### config.mk
export PLATFORM = sky130hd
export DESIGN_NAME = qc_shift_mem_sequencer
export DESIGN_NICKNAME = d
export VERILOG_FILES = /design/src/rtl/qc_shift_mem_sequencer.sv
export SDC_FILE = /design/constraint.sdc
export NUM_CORES = 1
export LEC_CHECK = 0
export CORE_UTILIZATION = 35
export CTS_BUF_LIST = sky130_fd_sc_hd__clkbuf_2
export CTS_CLUSTER_SIZE = 40
export DETAILED_ROUTE_END_ITERATION = 10
export GPL_ROUTABILITY_DRIVEN = 0
export PLACE_DENSITY = 0.7
export SLEW_MARGIN = 20
export SYNTH_ARGS = -nofsm -noshare
export SYNTH_HDL_FRONTEND = slang
export SYNTH_SLANG_ARGS = --single-unit
export TNS_END_PERCENT = 1
### constraint.sdc
create_clock -name memclk -period 2.18 [get_ports memclk]
set_clock_uncertainty 0.1 [all_clocks]
set_input_delay 0.327 -clock memclk [delete_from_list [all_inputs] [get_ports memclk]]
set_output_delay 0.327 -clock memclk [all_outputs]
set_load 0.005 [all_outputs]
### src/rtl/qc_shift_mem_sequencer.sv
// Address/control sequencer for the async-read, sync-write message RAM: linear LOAD,
// and READ / WRITEBACK sweeps that visit word (s + n) mod MEMDEPTH on step n.
module qc_shift_mem_sequencer #(
  parameter int W            = 6,
  parameter int ADDRESSWIDTH = 9,
  parameter int MEMDEPTH     = 16
) (
  input  logic                    memclk,
  input  logic                    rst,
  input  logic                    cmd_valid,
  output logic                    cmd_ready,
  input  logic [1:0]              cmd_op,
  input  logic [ADDRESSWIDTH-1:0] cmd_shift,
  input  logic                    in_valid,
  output logic                    in_ready,
  input  logic [W-1:0]            in_data,
  output logic                    out_valid,
  input  logic                    out_ready,
  output logic [W-1:0]            out_data,
  output logic [ADDRESSWIDTH-1:0] mem_ra,
  output logic                    mem_rd,
  input  logic [W-1:0]            mem_dout,
  output logic [ADDRESSWIDTH-1:0] mem_wa,
  output logic                    mem_wr,
  output logic [W-1:0]            mem_din,
  output logic                    done,
  output logic                    cmd_err,
  output logic                    busy
);

  localparam int                      CW        = $clog2(MEMDEPTH + 1);
  localparam logic [ADDRESSWIDTH-1:0] LAST_PTR  = ADDRESSWIDTH'(MEMDEPTH - 1);
  localparam logic [ADDRESSWIDTH-1:0] ONE_PTR   = ADDRESSWIDTH'(1);
  localparam logic [ADDRESSWIDTH:0]   DEPTH_EXT = (ADDRESSWIDTH + 1)'(MEMDEPTH);
  localparam logic [CW-1:0]           DEPTH_CNT = CW'(MEMDEPTH);
  localparam logic [CW-1:0]           LAST_CNT  = CW'(MEMDEPTH - 1);
  localparam logic [CW-1:0]           ONE_CNT   = CW'(1);

  localparam logic [1:0] OP_LOAD = 2'b00;
  localparam logic [1:0] OP_READ = 2'b01;
  localparam logic [1:0] OP_WB   = 2'b10;
  localparam logic [1:0] OP_RSVD = 2'b11;

  typedef enum logic [1:0] {S_IDLE, S_LOAD, S_READ, S_WB} state_t;

  state_t                  r_state, w_next_state;
  logic [ADDRESSWIDTH-1:0] r_ptr;
  logic [ADDRESSWIDTH-1:0] w_ptr_inc;
  logic [CW-1:0]           r_cnt;
  logic [W-1:0]            r_out_data;
  logic                    r_out_valid, r_done, r_cmd_err;
  logic                    w_cmd_bad, w_cmd_take, w_wr_xfer, w_rd_issue, w_out_hs, w_sweep_end;

  assign w_cmd_bad  = (cmd_op == OP_RSVD) ||
                      ((cmd_op != OP_LOAD) && ({1'b0, cmd_shift} >= DEPTH_EXT));
  assign w_cmd_take = (r_state == S_IDLE) && cmd_valid && !w_cmd_bad;
  assign w_wr_xfer  = ((r_state == S_LOAD) || (r_state == S_WB)) && in_valid;
  // A read may issue only when the single output register is empty or draining this cycle.
  assign w_rd_issue = (r_state == S_READ) && (r_cnt < DEPTH_CNT) && (!r_out_valid || out_ready);
  assign w_out_hs   = r_out_valid && out_ready;
  // Once every read is issued, the word left in the output register is the last one.
  assign w_sweep_end = (w_wr_xfer && (r_cnt == LAST_CNT)) ||
                       ((r_state == S_READ) && w_out_hs && (r_cnt == DEPTH_CNT));
  assign w_ptr_inc  = (r_ptr == LAST_PTR) ? '0 : r_ptr + ONE_PTR;

  // NOTE: sequential state uses non-blocking assignments so every register samples
  // pre-edge values; blocking here would create order-dependent simulation races.
  always_ff @(posedge memclk) begin
    if (!rst) r_state <= S_IDLE;
    else      r_state <= w_next_state;
  end

  // NOTE: each combinational block assigns a default first so no path leaves an
  // output unassigned, which would otherwise infer a latch.
  always_comb begin
    w_next_state = r_state;
    case (r_state)
      S_IDLE: begin
        if (w_cmd_take) begin
          case (cmd_op)
            OP_LOAD: w_next_state = S_LOAD;
            OP_READ: w_next_state = S_READ;
            default: w_next_state = S_WB;
          endcase
        end
      end
      S_LOAD, S_READ, S_WB: if (w_sweep_end) w_next_state = S_IDLE;
      default: w_next_state = S_IDLE;
    endcase
  end

  always_comb begin
    cmd_ready = (r_state == S_IDLE);
    busy      = (r_state != S_IDLE);
    in_ready  = (r_state == S_LOAD) || (r_state == S_WB);
    mem_wr    = w_wr_xfer;
    mem_wa    = r_ptr;
    mem_din   = in_data;
    mem_rd    = w_rd_issue;
    mem_ra    = w_rd_issue ? r_ptr : '0;
    out_valid = r_out_valid;
    out_data  = r_out_data;
    done      = r_done;
    cmd_err   = r_cmd_err;
  end

  always_ff @(posedge memclk) begin
    if (!rst) begin
      r_ptr       <= '0;
      r_cnt       <= '0;
      r_out_data  <= '0;
      r_out_valid <= 1'b0;
      r_done      <= 1'b0;
      r_cmd_err   <= 1'b0;
    end else begin
      r_done    <= w_sweep_end;
      r_cmd_err <= (r_state == S_IDLE) && cmd_valid && w_cmd_bad;
      if (w_cmd_take) begin
        r_ptr <= (cmd_op == OP_LOAD) ? '0 : cmd_shift;
        r_cnt <= '0;
      end else if (w_wr_xfer || w_rd_issue) begin
        r_ptr <= w_ptr_inc;
        r_cnt <= r_cnt + ONE_CNT;
      end
      if (w_rd_issue) begin
        r_out_data  <= mem_dout;
        r_out_valid <= 1'b1;
      end else if (w_out_hs) begin
        r_out_valid <= 1'b0;
      end
    end
  end

endmodule
==> flow_results.org <==
** Run status
- Outcome :: completed

** Power and ir drop
- Total power :: 0.784 mW
- Worst ir drop on vdd :: 0.000150 V
- Pwr Density :: 377 mW/mm^2
- Summed over all cells, the static leakage comes to 0.792 nW.

** Floorplan
- The floorplan has 22 rows.
- Area of the die :: 0.00438 sq mm
- For this configuration, the core starts out at a cell density of 38.0%.
- The die is 66.2 um wide.
- Core footprint :: 0.00380 sq mm
- Measured along the y axis, the die boundary spans 66.2 um.
- Num ports :: 66

** STA
- After routing, the total negative slack on setup checks comes to 0 ns.
- Headroom to the max-slew limit came out at 69.5%.
- Period utilization :: 96.7%
- Final hold slack :: 0.390 ns
- After layout, the minimum clock period comes to 2.11 ns.
- Slew at the pin closest to its max-slew limit :: 0.452 ns
- The final hold violation count is 0.
- Endpoints failing setup :: 0
- Static timing analysis puts the maximum clock frequency at 475 MHz.
- The max-slew violation total from the final report was 0.
- Setup repair after global routing could not meet its margin everywhere.

** Global route
- Wire length of the first global-routing pass :: 5.58 mm
- The total overflow left after global routing is 0.
- Global Route Usage Sum :: 16.2%
- The number of global-route vias before repair is 1252.
- Maximum number of pins on one net before global-route repair :: 16
- The initial antenna violation count is 0.

** Drt
- Wires add up to 3.35 mm.
- Once detail routing completed, the nets flagged for antenna violations numbered 0.
- For this run, design rule violations remaining after detail routing come to 0.
- Router iterations before antenna repair :: 4
- Summing over every cut layer, the via total after detailed routing is 1369.
- Violation count after the first detailed-route iteration :: 37
- In the routed layout, each cell is associated on average with a via count of 4.89.
- WL per Instance :: 12.0 um

** Logic synthesis
- A synthesized cell averages 8.49 sq um.
- Number of synthesis warnings :: 0
- By count the netlist is led by 25 x dfxtp_1, 16 x nand2_1, 16 x nor2_1.
- For this run, the register share of the synthesized area comes to 34.7%.
- The synthesized design spends more area on one cell type than any other, namely dfxtp_1.
- Flops & latches, synth :: 25
- Among all cell types in the netlist, the one instantiated most often is dfxtp_1.
- Number of synthesized flops with an enable pin :: 0
- Among all flip-flop cells after synthesis, the most frequent one is dfxtp_1.
- In the synthesized netlist the async set-or-reset flop fraction comes to 0%.
- Synthesis instantiated 49 different standard cells from the library.
- Area share of the largest cell type after synthesis :: 34.7%
- Total nets after synthesis :: 202
- Yosys attributes the largest share of cell area to dfxtp_1 35%, and2_1 4.3%, mux2i_1 4.2%.
- Area of the mapped netlist :: 0.00144 sq mm
- Number of cells produced by synthesis :: 170

** Cells and area
- Of the cells placed in the final design, the portion with a size suffix greater than 1 is 17.2%.
- Total Nets Final :: 265
- Relative to the synthesized area, the layout overhead comes to 44.1%.
- The number of antenna diodes in the final layout is 0.
- Sequential Area :: 504 sq um
- After filler insertion, the fill cell instance count of the layout stands at 386.
- The multi-input combinational cells in the finished layout cover a total of 847 sq um.
- The finished cells cover 0.00208 sq mm.
- For this run, the share of the core covered by cells in the final layout is 54.7%.

** Clock network
- Clock-pin slew was measured on the worst setup and hold paths at 0.25 ns.
- CTS sink count :: 25
- CTS built an H-tree with a depth of 1.
- The root buffer cell chosen for the clock tree is clkbuf_2.
- Counting along the longest clock path gives a buffer depth of 2.
- After clock tree synthesis, the flow added hold-fix buffers numbering 0.
- TritonCTS clock tree :: built
- The number of clock buffers added by TritonCTS is 3.
- The clock reaches the later pin of the worst-skew pair after 0.35 ns.

** Placement
- Placed standard-cell area :: 0.00206 sq mm
- Total of buffers placed on input and output ports :: 53
- HPWL reported at the end of detailed placement :: 2.64 mm

** Worst setup path
- Along the worst path, the maximum fanout reaches 10.
- Sort of element at the end of the critical path :: primary output
- The critical path is of the flip-flop to primary output type.
- The number of cells on the worst reg-to-reg path is 7.
- Endpoint arrival time on the critical path :: 1.68 ns
- Startpoint type of the worst setup path :: flip-flop
- Required time at the endpoint of the critical path :: 1.75 ns

** Job
- Max-cap violations in this run came to 0.

** Hold path
- The worst hold path passes through 3 cells.
- In this run the worst hold path is classified as input pin to flip-flop.
kinds of logic (layout without fill, tap and decap cells):
family | Yosys count | in the layout | synth area share (%)
buf+inv | 17 | 79 | 7.29
fa+ha+maj | 4 | 4 | 3.47
xor+xnor | 5 | 5 | 3.04
simple gates | 79 | 79 | 30.9
flops | 25 | 25 | 34.7
compound gates | 34 | 34 | 16.5
mux | 6 | 6 | 4.16
per-stage QoR:
stage | worst slack [ns] | cells
2_1_floorplan | 0.400 | 170
3_3_place_gp | -0.130 | 273
3_5_place_dp | -0.155 | 273
4_1_cts | 0.00438 | 279
5_1_grt | -0.0128 | 280
6_report | 0.0725 | 280
layer usage:
metal	GRT usage [%]	part of all wire (%)	vias to the layer above	wire, um
met2	27.3	47	51	1560
met5	0	0	-	0
li1	-	-	715	-
met3	2.41	6.5	2	219
met1	21.3	47	601	1560
met4	4.26	0.24	0	8
cells in the final DEF (no fill, tap or decap), drive strengths merged, types with 2 or more instances in the layout:
master          n
xor2            3
o21a            2
dlygate4sd2     2
inv             6
clkdlybuf4s50  43
nand2          17
a31oi           3
a21boi          4
a211oi          2
nor2b           8
mux2i           6
nand2b          2
or3             3
nor2           17
dfxtp          25
xnor2           2
o21ai           3
nor3            4
o22ai           2
a21oi          12
ha              4
and2           10
and3            3
buf            16
nand4           4
clkbuf         10
nor4            2
what timing repair did:
item                                    CTS  global route
endpoints found under the setup margin   10             8
pin swaps                                 2             2
gates resized for setup                  15            15
setup buffers                             2             1
critical path: stages (launching register included):
cell,delay (ns)
dfxtp_2,0.38
or3b_4,0.41
nor2_4,0.11
buf_12,0.12
and2_1,0.11
clkdlybuf4s15_1,0.19
power by group:
| group | internal, mW | switching [mW] |
|---|---|---|
| clock network | 0.0417 | 0.142 |
| registers | 0.466 | 0.00569 |
| logic | 0.0786 | 0.0509 |
final timing paths:
kind / start / end / slack (ns)
setup / recovery: r_cnt[4] / mem_ra[5] / 0.07
hold / removal: cmd_shift[2] / mem_wa[2] / 0.39
setup reg to reg: r_cnt[4] / mem_wa[0] / 0.13
hold reg to reg: r_cnt[1] / r_cnt[1] / 0.42
area by class of cell:
cell class / instances / area share (%)
Inverter: 6 / 1.08
Multi-Input combinational cell: 128 / 40.7
Sequential cell: 25 / 24.2
Clock buffer: 3 / 0.722
Tap cell: 48 / 2.89
Clock inverter: 1 / 0.241
Timing Repair Buffer: 69 / 30.1
state kept, by name (all words and copies together) (netlist names):
| name | cells |
|---|---|
| r_state | 2 |
| cmd_err | 1 |
| done | 1 |
| out_data | 6 |
| out_valid | 1 |
| r_cnt | 5 |
| mem_wa | 9 |
No activity file was read; power rests on OpenSTA's default activity.
